$ cat config.mk
export PLATFORM = sky130hd
export DESIGN_NAME = mul_seq_ctrl
export DESIGN_NICKNAME = d
export VERILOG_FILES = /design/src/rtl/cpu_pkg.sv /design/src/rtl/mul_step.sv /design/src/rtl/yArith.sv /design/src/rtl/mul_seq_ctrl.sv
export SDC_FILE = /design/constraint.sdc
export NUM_CORES = 1
export LEC_CHECK = 0
export ABC_AREA = 1
export ABC_CLOCK_PERIOD_IN_PS = 4630
export CORE_MARGIN = 2
export CORE_UTILIZATION = 60
export DETAILED_ROUTE_END_ITERATION = 8
export DONT_BUFFER_PORTS = 1
export GPL_ROUTABILITY_DRIVEN = 0
export PLACE_DENSITY = 0.76
export SYNTH_ARGS = -nofsm -noshare
export SYNTH_HDL_FRONTEND = slang
export SYNTH_SLANG_ARGS = --single-unit
$ cat constraint.sdc
create_clock -name clk -period 4.63 [get_ports clk]
set_input_delay 0.6945 -clock clk [delete_from_list [all_inputs] [get_ports clk]]
set_output_delay 0.6945 -clock clk [all_outputs]
set_load 0.005 [all_outputs]
$ cat src/rtl/cpu_pkg.sv
// Shared CPU constants: multiplier operand width and sequencer state encodings.
package cpu_pkg;

    localparam int MUL_WIDTH = 32;

    localparam logic [1:0] IDLE = 2'd0;
    localparam logic [1:0] RUN  = 2'd1;
    localparam logic [1:0] DONE = 2'd2;

endpackage

$ cat src/rtl/mul_step.sv
// One shift-add multiply iteration: conditionally add the multiplicand into hi, then shift {cout,hi,lo} right by one.
module mul_step
    import cpu_pkg::*;
(
    input  logic [MUL_WIDTH-1:0] i_hi,
    input  logic [MUL_WIDTH-1:0] i_lo,
    input  logic [MUL_WIDTH-1:0] i_mcand,
    output logic [MUL_WIDTH-1:0] o_hi,
    output logic [MUL_WIDTH-1:0] o_lo
);

    logic [MUL_WIDTH-1:0] w_addend;
    logic [MUL_WIDTH-1:0] w_sum;
    logic                 w_cout;

    assign w_addend = i_lo[0] ? i_mcand : '0;

    yArith u_add (
        .z    (w_sum),
        .cout (w_cout),
        .a    (i_hi),
        .b    (w_addend),
        .ctrl (1'b0)
    );

    // The carry is kept as the new msb, so no product bit is ever lost.
    assign o_hi = {w_cout, w_sum[MUL_WIDTH-1:1]};
    assign o_lo = {w_sum[0], i_lo[MUL_WIDTH-1:1]};

endmodule

$ cat src/rtl/yArith.sv
// 32-bit adder/subtractor datapath: ctrl=0 adds, ctrl=1 subtracts (a - b) with carry out.
module yArith (
    output logic [31:0] z,
    output logic        cout,
    input  logic [31:0] a,
    input  logic [31:0] b,
    input  logic        ctrl
);

    logic [31:0] w_b;

    assign w_b         = ctrl ? ~b : b;
    assign {cout, z}   = {1'b0, a} + {1'b0, w_b} + {32'b0, ctrl};

endmodule

$ cat src/rtl/mul_seq_ctrl.sv
// Sequential 32x32 unsigned shift-add multiplier with valid/ready operand and result handshakes.
// Optional build macro MUL_SEQ_EARLY_EXIT_EN finishes as soon as the remaining multiplier bits are zero.
//
// state | meaning
// IDLE  | waiting for operands, start_ready high
// RUN   | one shift-add iteration per clock
// DONE  | product held on hi/lo until res_ready
module mul_seq_ctrl
    import cpu_pkg::*;
#(
    parameter int WIDTH = 32
) (
    input  logic             clk,
    input  logic             rst,
    input  logic             start_valid,
    output logic             start_ready,
    input  logic [WIDTH-1:0] a,
    input  logic [WIDTH-1:0] b,
    output logic             res_valid,
    input  logic             res_ready,
    output logic [WIDTH-1:0] hi,
    output logic [WIDTH-1:0] lo,
    output logic             busy
);

    localparam int CNT_W = $clog2(WIDTH) + 1;

    generate
        if (WIDTH != MUL_WIDTH) begin : g_bad_width
            $error("mul_seq_ctrl: WIDTH must be 32");
        end
    endgenerate

    logic [1:0]       r_state;
    logic [WIDTH-1:0] r_mcand;
    logic [WIDTH-1:0] r_hi;
    logic [WIDTH-1:0] r_lo;
    logic [CNT_W-1:0] r_cnt;

    logic             w_accept;
    logic             w_take;
    logic             w_last;
    logic [WIDTH-1:0] w_step_hi;
    logic [WIDTH-1:0] w_step_lo;
    logic [WIDTH-1:0] w_next_hi;
    logic [WIDTH-1:0] w_next_lo;

    assign start_ready = (r_state == IDLE);
    assign res_valid   = (r_state == DONE);
    assign busy        = (r_state != IDLE);
    assign hi          = r_hi;
    assign lo          = r_lo;
    assign w_accept    = start_valid & start_ready;
    assign w_take      = res_valid & res_ready;

    mul_step u_step (
        .i_hi    (r_hi),
        .i_lo    (r_lo),
        .i_mcand (r_mcand),
        .o_hi    (w_step_hi),
        .o_lo    (w_step_lo)
    );

`ifdef MUL_SEQ_EARLY_EXIT_EN
    // Only bits above the one consumed this edge matter, so bit 0 of the shadow is never stored.
    logic [WIDTH-2:0]   r_mq_hi;
    logic               w_early;
    logic [CNT_W-1:0]   w_shamt;
    logic [2*WIDTH-1:0] w_shifted;

    assign w_early   = (r_mq_hi == '0);
    assign w_shamt   = r_cnt - CNT_W'(1);
    assign w_shifted = {w_step_hi, w_step_lo} >> w_shamt;
    assign {w_next_hi, w_next_lo} = w_early ? w_shifted : {w_step_hi, w_step_lo};
    assign w_last    = w_early | (r_cnt == CNT_W'(1));

    always_ff @(posedge clk or posedge rst) begin
        if (rst) begin
            r_mq_hi <= '0;
        end else if (w_accept) begin
            r_mq_hi <= b[WIDTH-1:1];
        end else if (r_state == RUN) begin
            r_mq_hi <= r_mq_hi >> 1;
        end
    end
`else
    assign w_next_hi = w_step_hi;
    assign w_next_lo = w_step_lo;
    assign w_last    = (r_cnt == CNT_W'(1));
`endif

    always_ff @(posedge clk or posedge rst) begin
        if (rst) begin
            r_state <= IDLE;
            r_mcand <= '0;
            r_hi    <= '0;
            r_lo    <= '0;
            r_cnt   <= '0;
        end else begin
            case (r_state)
                IDLE: begin
                    if (w_accept) begin
                        r_mcand <= a;
                        r_lo    <= b;
                        r_hi    <= '0;
                        r_cnt   <= CNT_W'(WIDTH);
                        r_state <= RUN;
                    end
                end
                RUN: begin
                    r_hi  <= w_next_hi;
                    r_lo  <= w_next_lo;
                    r_cnt <= r_cnt - CNT_W'(1);
                    if (w_last) begin
                        r_state <= DONE;
                    end
                end
                DONE: begin
                    if (w_take) begin
                        r_state <= IDLE;
                    end
                end
                default: r_state <= IDLE;
            endcase
        end
    end

endmodule
# Word level (Yosys, flattened, before mapping)
# Index checks and enable logic that the tools add are counted.
word_totals:
  reg_bits: 104
  in_bits: 68
  output_inout_bits: 67
  word_cells: 32
op_classes:
  n_addsub: 2
  n_eq_ne: 6
  muxes: 11
  n_bitwise: 2
  reduce_logical: 6
ops:
  columns: ["cell", "count"]
  rows:
  - ["32-bit one-hot mux with 2 select lines", 2]
  - ["32-bit 2-to-1 mux", 3]
  - ["32-bit by 32-bit adder with 33-bit output", 1]
  - ["6-bit one-hot mux with 2 select lines", 1]
  - ["6-bit by 1-bit equality test with 1-bit output (second input constant)", 1]
  - ["2-bit 2-to-1 mux", 3]
  - ["6-bit 2-to-1 mux", 1]
  - ["2-bit one-hot mux with 3 select lines", 1]
  - ["6-bit by 1-bit subtractor with 6-bit output (second input constant)", 1]
  - ["2-bit by 1-bit != test with 1-bit output (second input constant)", 2]
  - ["2-bit AND reduction", 2]
  - ["2-bit nonzero test", 2]
  - ["3-bit AND reduction", 1]
  - ["1-bit AND", 2]
  - ["2-bit by 1-bit equality test with 1-bit output (second input constant)", 1]
  - ["2-bit equality test (second input constant)", 1]
  - ["2-bit logical NOT", 1]
  - ["2-bit != test (second input constant)", 1]

# Depth between registers and ports, before layout
depth:
  depth_word: 4
  ltp_mapped: 18
  depth_no_buf: 16

# Hierarchy
# A second synthesis with hierarchy kept.
hier_totals:
  hier_cells: 1148
  area_unflattened_um2: 7598.5
modules_own_cells:
  columns: ["module", "n_inst", "cells_each", "area_each_um2", "seq_area_each_um2"]
  rows:
  - ["mul_seq_ctrl", 1, 564, 4504.3, 2602.5]
  - ["yArith", 1, 484, 2576.2, 0.0]
  - ["mul_step", 1, 100, 518.0, 0.0]

# Worst setup path after synthesis
# OpenSTA, ideal clock, no wires.
synth_path:
  path_kind: "register to register"
  startpoint: "reg r_lo[0], in the netlist lo[0]"
  endpoint: "reg r_hi[15], in the netlist hi[15]"
  t_arrival_ns: 2.258
  path_slack_ns: 2.251
  stages_incl_launch_ff: 18
  n_path_buf: 2
  period_less_slack_ns: 2.379
  path_cell_list: "dfrtp_1 -> clkbuf_1 -> clkbuf_1 -> nand2_1 -> inv_1 -> ha_1 -> inv_1 -> fa_1 -> inv_1 -> nand3_1 -> nand3_1 -> nand2_1 -> nand2_1 -> nand3_1 -> nand2_1 -> nand2_1 -> nand2_1 -> o21ai_1"
synth_between:
  elab_chain_len: 3
synth_rtl:
  columns: ["element", "line_no", "rtl"]
  rows:
  - ["start, declared", "mul_seq_ctrl.sv:37", "logic [WIDTH-1:0] r_lo;"]
  - ["start signal, assigned", "mul_seq_ctrl.sv:112", "r_lo <= w_next_lo;"]
  - ["32-bit 2-to-1 mux", "mul_step.sv:16", "assign w_addend = i_lo[0] ? i_mcand : '0;"]
  - ["32-bit by 32-bit adder with 33-bit output", "yArith.sv:13", "assign {cout, z} = {1'b0, a} + {1'b0, w_b} + {32'b0, ctrl};"]
  - ["32-bit one-hot mux with 2 select lines", "mul_seq_ctrl.sv:100", "case (r_state)"]
  - ["end signal, assigned", "mul_seq_ctrl.sv:111", "r_hi <= w_next_hi;"]
  - ["end, declared", "mul_seq_ctrl.sv:36", "logic [WIDTH-1:0] r_hi;"]
# Every way passes these cells.
# A chain may end at the register's enable or synchronous reset.

# Worst setup path in the final report
layout_path:
  startpoint: "reg r_state[0]"
  endpoint: "reg r_hi[2], in the netlist hi[2]"
layout_between:
  elab_chain_len: 4
  word_cells_on_any_way: 7
  cone_classes: "2 x eq/ne; 1 x mux; 1 x bitwise; 3 x reduce/logical"
layout_rtl:
  columns: ["element", "line_no", "rtl"]
  rows:
  - ["start, declared", "mul_seq_ctrl.sv:34", "logic [1:0] r_state;"]
  - ["start signal, assigned", "mul_seq_ctrl.sv:94", "r_state <= IDLE;"]
  - ["start signal, assigned", "mul_seq_ctrl.sv:107", "r_state <= RUN;"]
  - ["start signal, assigned", "mul_seq_ctrl.sv:115", "r_state <= DONE;"]
  - ["2-bit logical NOT", "mul_seq_ctrl.sv:48, mul_seq_ctrl.sv:100", null]
  - ["1-bit AND", "mul_seq_ctrl.sv:53", "assign w_accept = start_valid & start_ready;"]
  - ["2-bit by 1-bit != test with 1-bit output (no source line)", null, null]
  - ["2-bit AND reduction (no source line)", null, null]
# Several ways; a longest one is shown, not always the timed one.

==> run summary <==
### Global routing
- **number of antenna violations at the first check in global routing** 0
- **via count of the first global-routing pass** 5702
- **overall fraction of global-route tracks in use** 28.21%
- **maximum number of pins on one net before global-route repair** 83
- **wire length of the first global-routing pass** 28.15 mm
- **total overflow reported by the global router** 0

### Yosys
- **synthesis-stage register bit count** 104
- **post-synth net total** 1057
- **part of the Yosys area used for sequential elements** 37.63%
- **Ys Warns** 0
- **Synth area leader** dfrtp_1
- **primary flip-flop cell chosen by synthesis mapping** dfrtp_1
- **top post-synthesis cells by area** dfrtp_1 (38%), nand2_1 (18%), inv_1 (10%)
- **Netlist Area Pre-Place** 6917 µm²
- **synthesized area per cell** 7.250 µm²
- **area share of the largest cell type after synthesis** 37.63%
- **top cell types by occurrence after synthesis** nand2_1 (325), inv_1 (186), dfrtp_1 (104)
- **proportion of register bits with asynchronous set or reset after synthesis** 100.0%
- **top-count cell post-synth** nand2_1
- **Post-synth EDFFs** 0
- **count of mapped cells out of synthesis** 954
- **count of different cell masters after synthesis** 35

### STA
- **total of endpoints with negative setup slack in the final report** 0
- **slew at the pin with the worst max-slew slack** 0.9991 ns
- **worst max-slew margin expressed relative to the limit** 33.39%
- **Final min period** 3.078 ns
- **worst hold slack** 0.4268 ns
- **RSZ-0062 raised after global routing** no
- **accumulated negative setup slack** 0 ns
- **clock skew after layout** 0.01093 ns
- **Max Clock Freq** 0.3249 GHz
- **count of endpoints failing hold in the final timing report** 0
- **count of pins over their slew limit** 0
- **crit share post-route** 66.48%

### Flow run
- **max capacitance violation total** 0

### Setup path
- **data arrival time at the worst-slack endpoint** 3.34 ns
- **Reg2Reg Depth** 6
- **data required time of the worst path** 4.89 ns
- **kind of launch point of the worst setup path** flop
- **Reg2Reg Capture Point** hi[2]$_DFFE_PP0P_
- **endpoint class of the critical path** flop
- **start of the worst register-to-register path** r_state[0]$_DFFE_PP0P_
- **Critical Path Fanout Max** 46
- **Worst Path Class, Setup** reg -> reg
- **Register-to-Register Setup Slack** 1.55 ns

### Detailed routing
- **remaining antenna violation count** 0
- **detailed-route wire length** 16.79 mm
- **router iterations before antenna repair** 8
- **violation count after the first detailed-route iteration** 454
- **DRC violation count after routing** 0
- **routed wire length per instance** 15.41 µm
- **Vias** 5883
- **per-cell via count in the routed design** 5.402

### CTS
- **# Post-CTS Setup Buffers** 0
- **Clock Tree Root** clkbuf_16
- **number of clock buffers inserted by TritonCTS** 9
- **number of hold buffers added after cts** 0
- **clock latency reported for the late side of the worst-skew pair** 0.36 ns
- **CTS tree** done
- **clock edge transition at the registers on the reported setup and hold paths** 0.08 ns
- **number of buffers on the longest clock path** 2
- **CTS-repair resized insts** 0
- **H-tree level count** 3
- **clock tree sinks** 104

### Pwr
- **net switching power** 2244 µW
- **cell leakage power** 0.004253 µW
- **Cell Pwr Density** 668.6 nW/µm²
- **post-layout power** 4874 µW
- **Max IR drop VDD** 0.0004204 V
- **Pint** 2630 µW
- **net switching share of the total power** 46.03%
- **share of total power in sequential cells** 35.0%
- **clock power share** 16.1%
- **combinational power share** 48.9%

### Cells and area
- **layout net count** 1044
- **total non-filler cell area in the finished layout** 7291 µm²
- **share of cells above drive strength 1** 6.554%
- **# fillers** 1049
- **relative area change from synthesis to final layout** 5.409%
- **# diodes** 0

### Status
- **result of the run** completed

### Floorplan
- **I/O pins** 135
- **die boundary width** 111.4 µm
- **Die Y** 111.4 µm
- **initial core utilization** 61.10%
- **count of standard-cell rows** 39
- **total core area** 11320 µm²
- **Die Outline Area** 12400 µm²

### Place
- **Port Buf Inserts** 0
- **placed wire-length estimate** 12.70 mm
- **Placed Area** 6979 µm²

### Worst hold path
- **Hold WC Path Type** in -> async

## stage by stage
stage / util [%] / worst slack (ns) / std cells
after floorplan: - / 1.203 / 954
after detailed placement: 61.65 / 1.565 / 1073
final: 64.40 / 1.552 / 1089
after global routing: 64.40 / 1.238 / 1089
after global placement: 61.65 / 1.614 / 1073
after CTS: 64.40 / 1.543 / 1089
## layout by cell type, fill, tap and decap left out, types with 2 or more instances in the layout
master	instances
inv_2	2
mux2_4	25
clkbuf_16	9
a32o_1	2
ha_1	34
o31ai_1	2
nor3_1	5
o211ai_1	5
or2_2	3
clkinv_4	2
o221ai_1	28
clkinv_8	3
nand2_1	325
nand3_1	77
nand3b_1	3
nor2_4	2
o21bai_1	4
nand4_1	3
mux2_2	7
nor2_1	51
nand2_2	2
o22ai_1	2
xnor2_1	2
dfrtp_1	104
buf_4	3
inv_1	185
a21oi_1	29
o21ai_0	17
## routing by layer
layer  share of wire, %  global-route usage [%]  vias up  routed length (µm)
met5                  0                       0        -                   0
met4                2.8                   10.04        0                 464
met3                8.9                   8.002       38                1488
met2                 44                   44.11      228                7398
met1                 44                   37.96     2644                7433
li1                   -                       -     2973                   -
## worst max-delay path: stages (launching register included)
cell,delay (ns)
dfrtp_1,0.39
inv_1,0.10
nor2_4,0.53
inv_2,0.51
nand2_2,0.62
inv_2,0.46
a32o_1,0.34
## power by group through the flow
stage | registers (µW) | clock network [µW] | logic [µW]
after floorplan | 1580 | 0 | 1970
after global placement | 1720 | 0 | 2330
after detailed placement | 1720 | 0 | 2380
after CTS | 1710 | 800 | 2380
after global routing | 1760 | 837 | 2720
final | 1710 | 784 | 2380
## cell type report
type	count	area [µm²]	area share, %
Clock inverter	7	86.33	1.184
Sequential cell	104	2603	35.70
Clock buffer	9	225.2	3.089
Timing Repair Buffer	3	22.52	0.3089
Inverter	188	708.2	9.713
Multi-Input combinational cell	635	3467	47.55
Tap cell	143	178.9	2.454
## logic make-up after synthesis
group           count (synthesis)  share of synthesized area [%]
simple gates                  473                          27.89
buf+inv                       215                          12.25
flops                         104                          37.63
compound gates                 92                          8.846
fa+ha+maj                      35                          6.440
mux                            32                          6.567
xor+xnor                        3                         0.3800
## flip-flops by register name, summed over array words and instances, names as in the netlist
register	count
hi	32
lo	32
r_cnt	6
r_mcand	32
r_state	2
## how the worst max path moves through the flow
| stage | start | to | slack [ns] | cells past startpoint |
|---|---|---|---|---|
| 2_1_floorplan | rst | hi[0]$_DFFE_PP0P_ | 1.20 | 1 |
| 3_3_place_gp | r_state[0]$_DFFE_PP0P_ | hi[2]$_DFFE_PP0P_ | 1.61 | 6 |
| 3_5_place_dp | r_state[0]$_DFFE_PP0P_ | hi[2]$_DFFE_PP0P_ | 1.57 | 6 |
| 4_1_cts | r_state[0]$_DFFE_PP0P_ | hi[2]$_DFFE_PP0P_ | 1.54 | 6 |
| 5_1_grt | r_state[0]$_DFFE_PP0P_ | hi[3]$_DFFE_PP0P_ | 1.24 | 6 |
| 6_report | r_state[0]$_DFFE_PP0P_ | hi[2]$_DFFE_PP0P_ | 1.55 | 6 |
(Power assumes the default switching activity.)
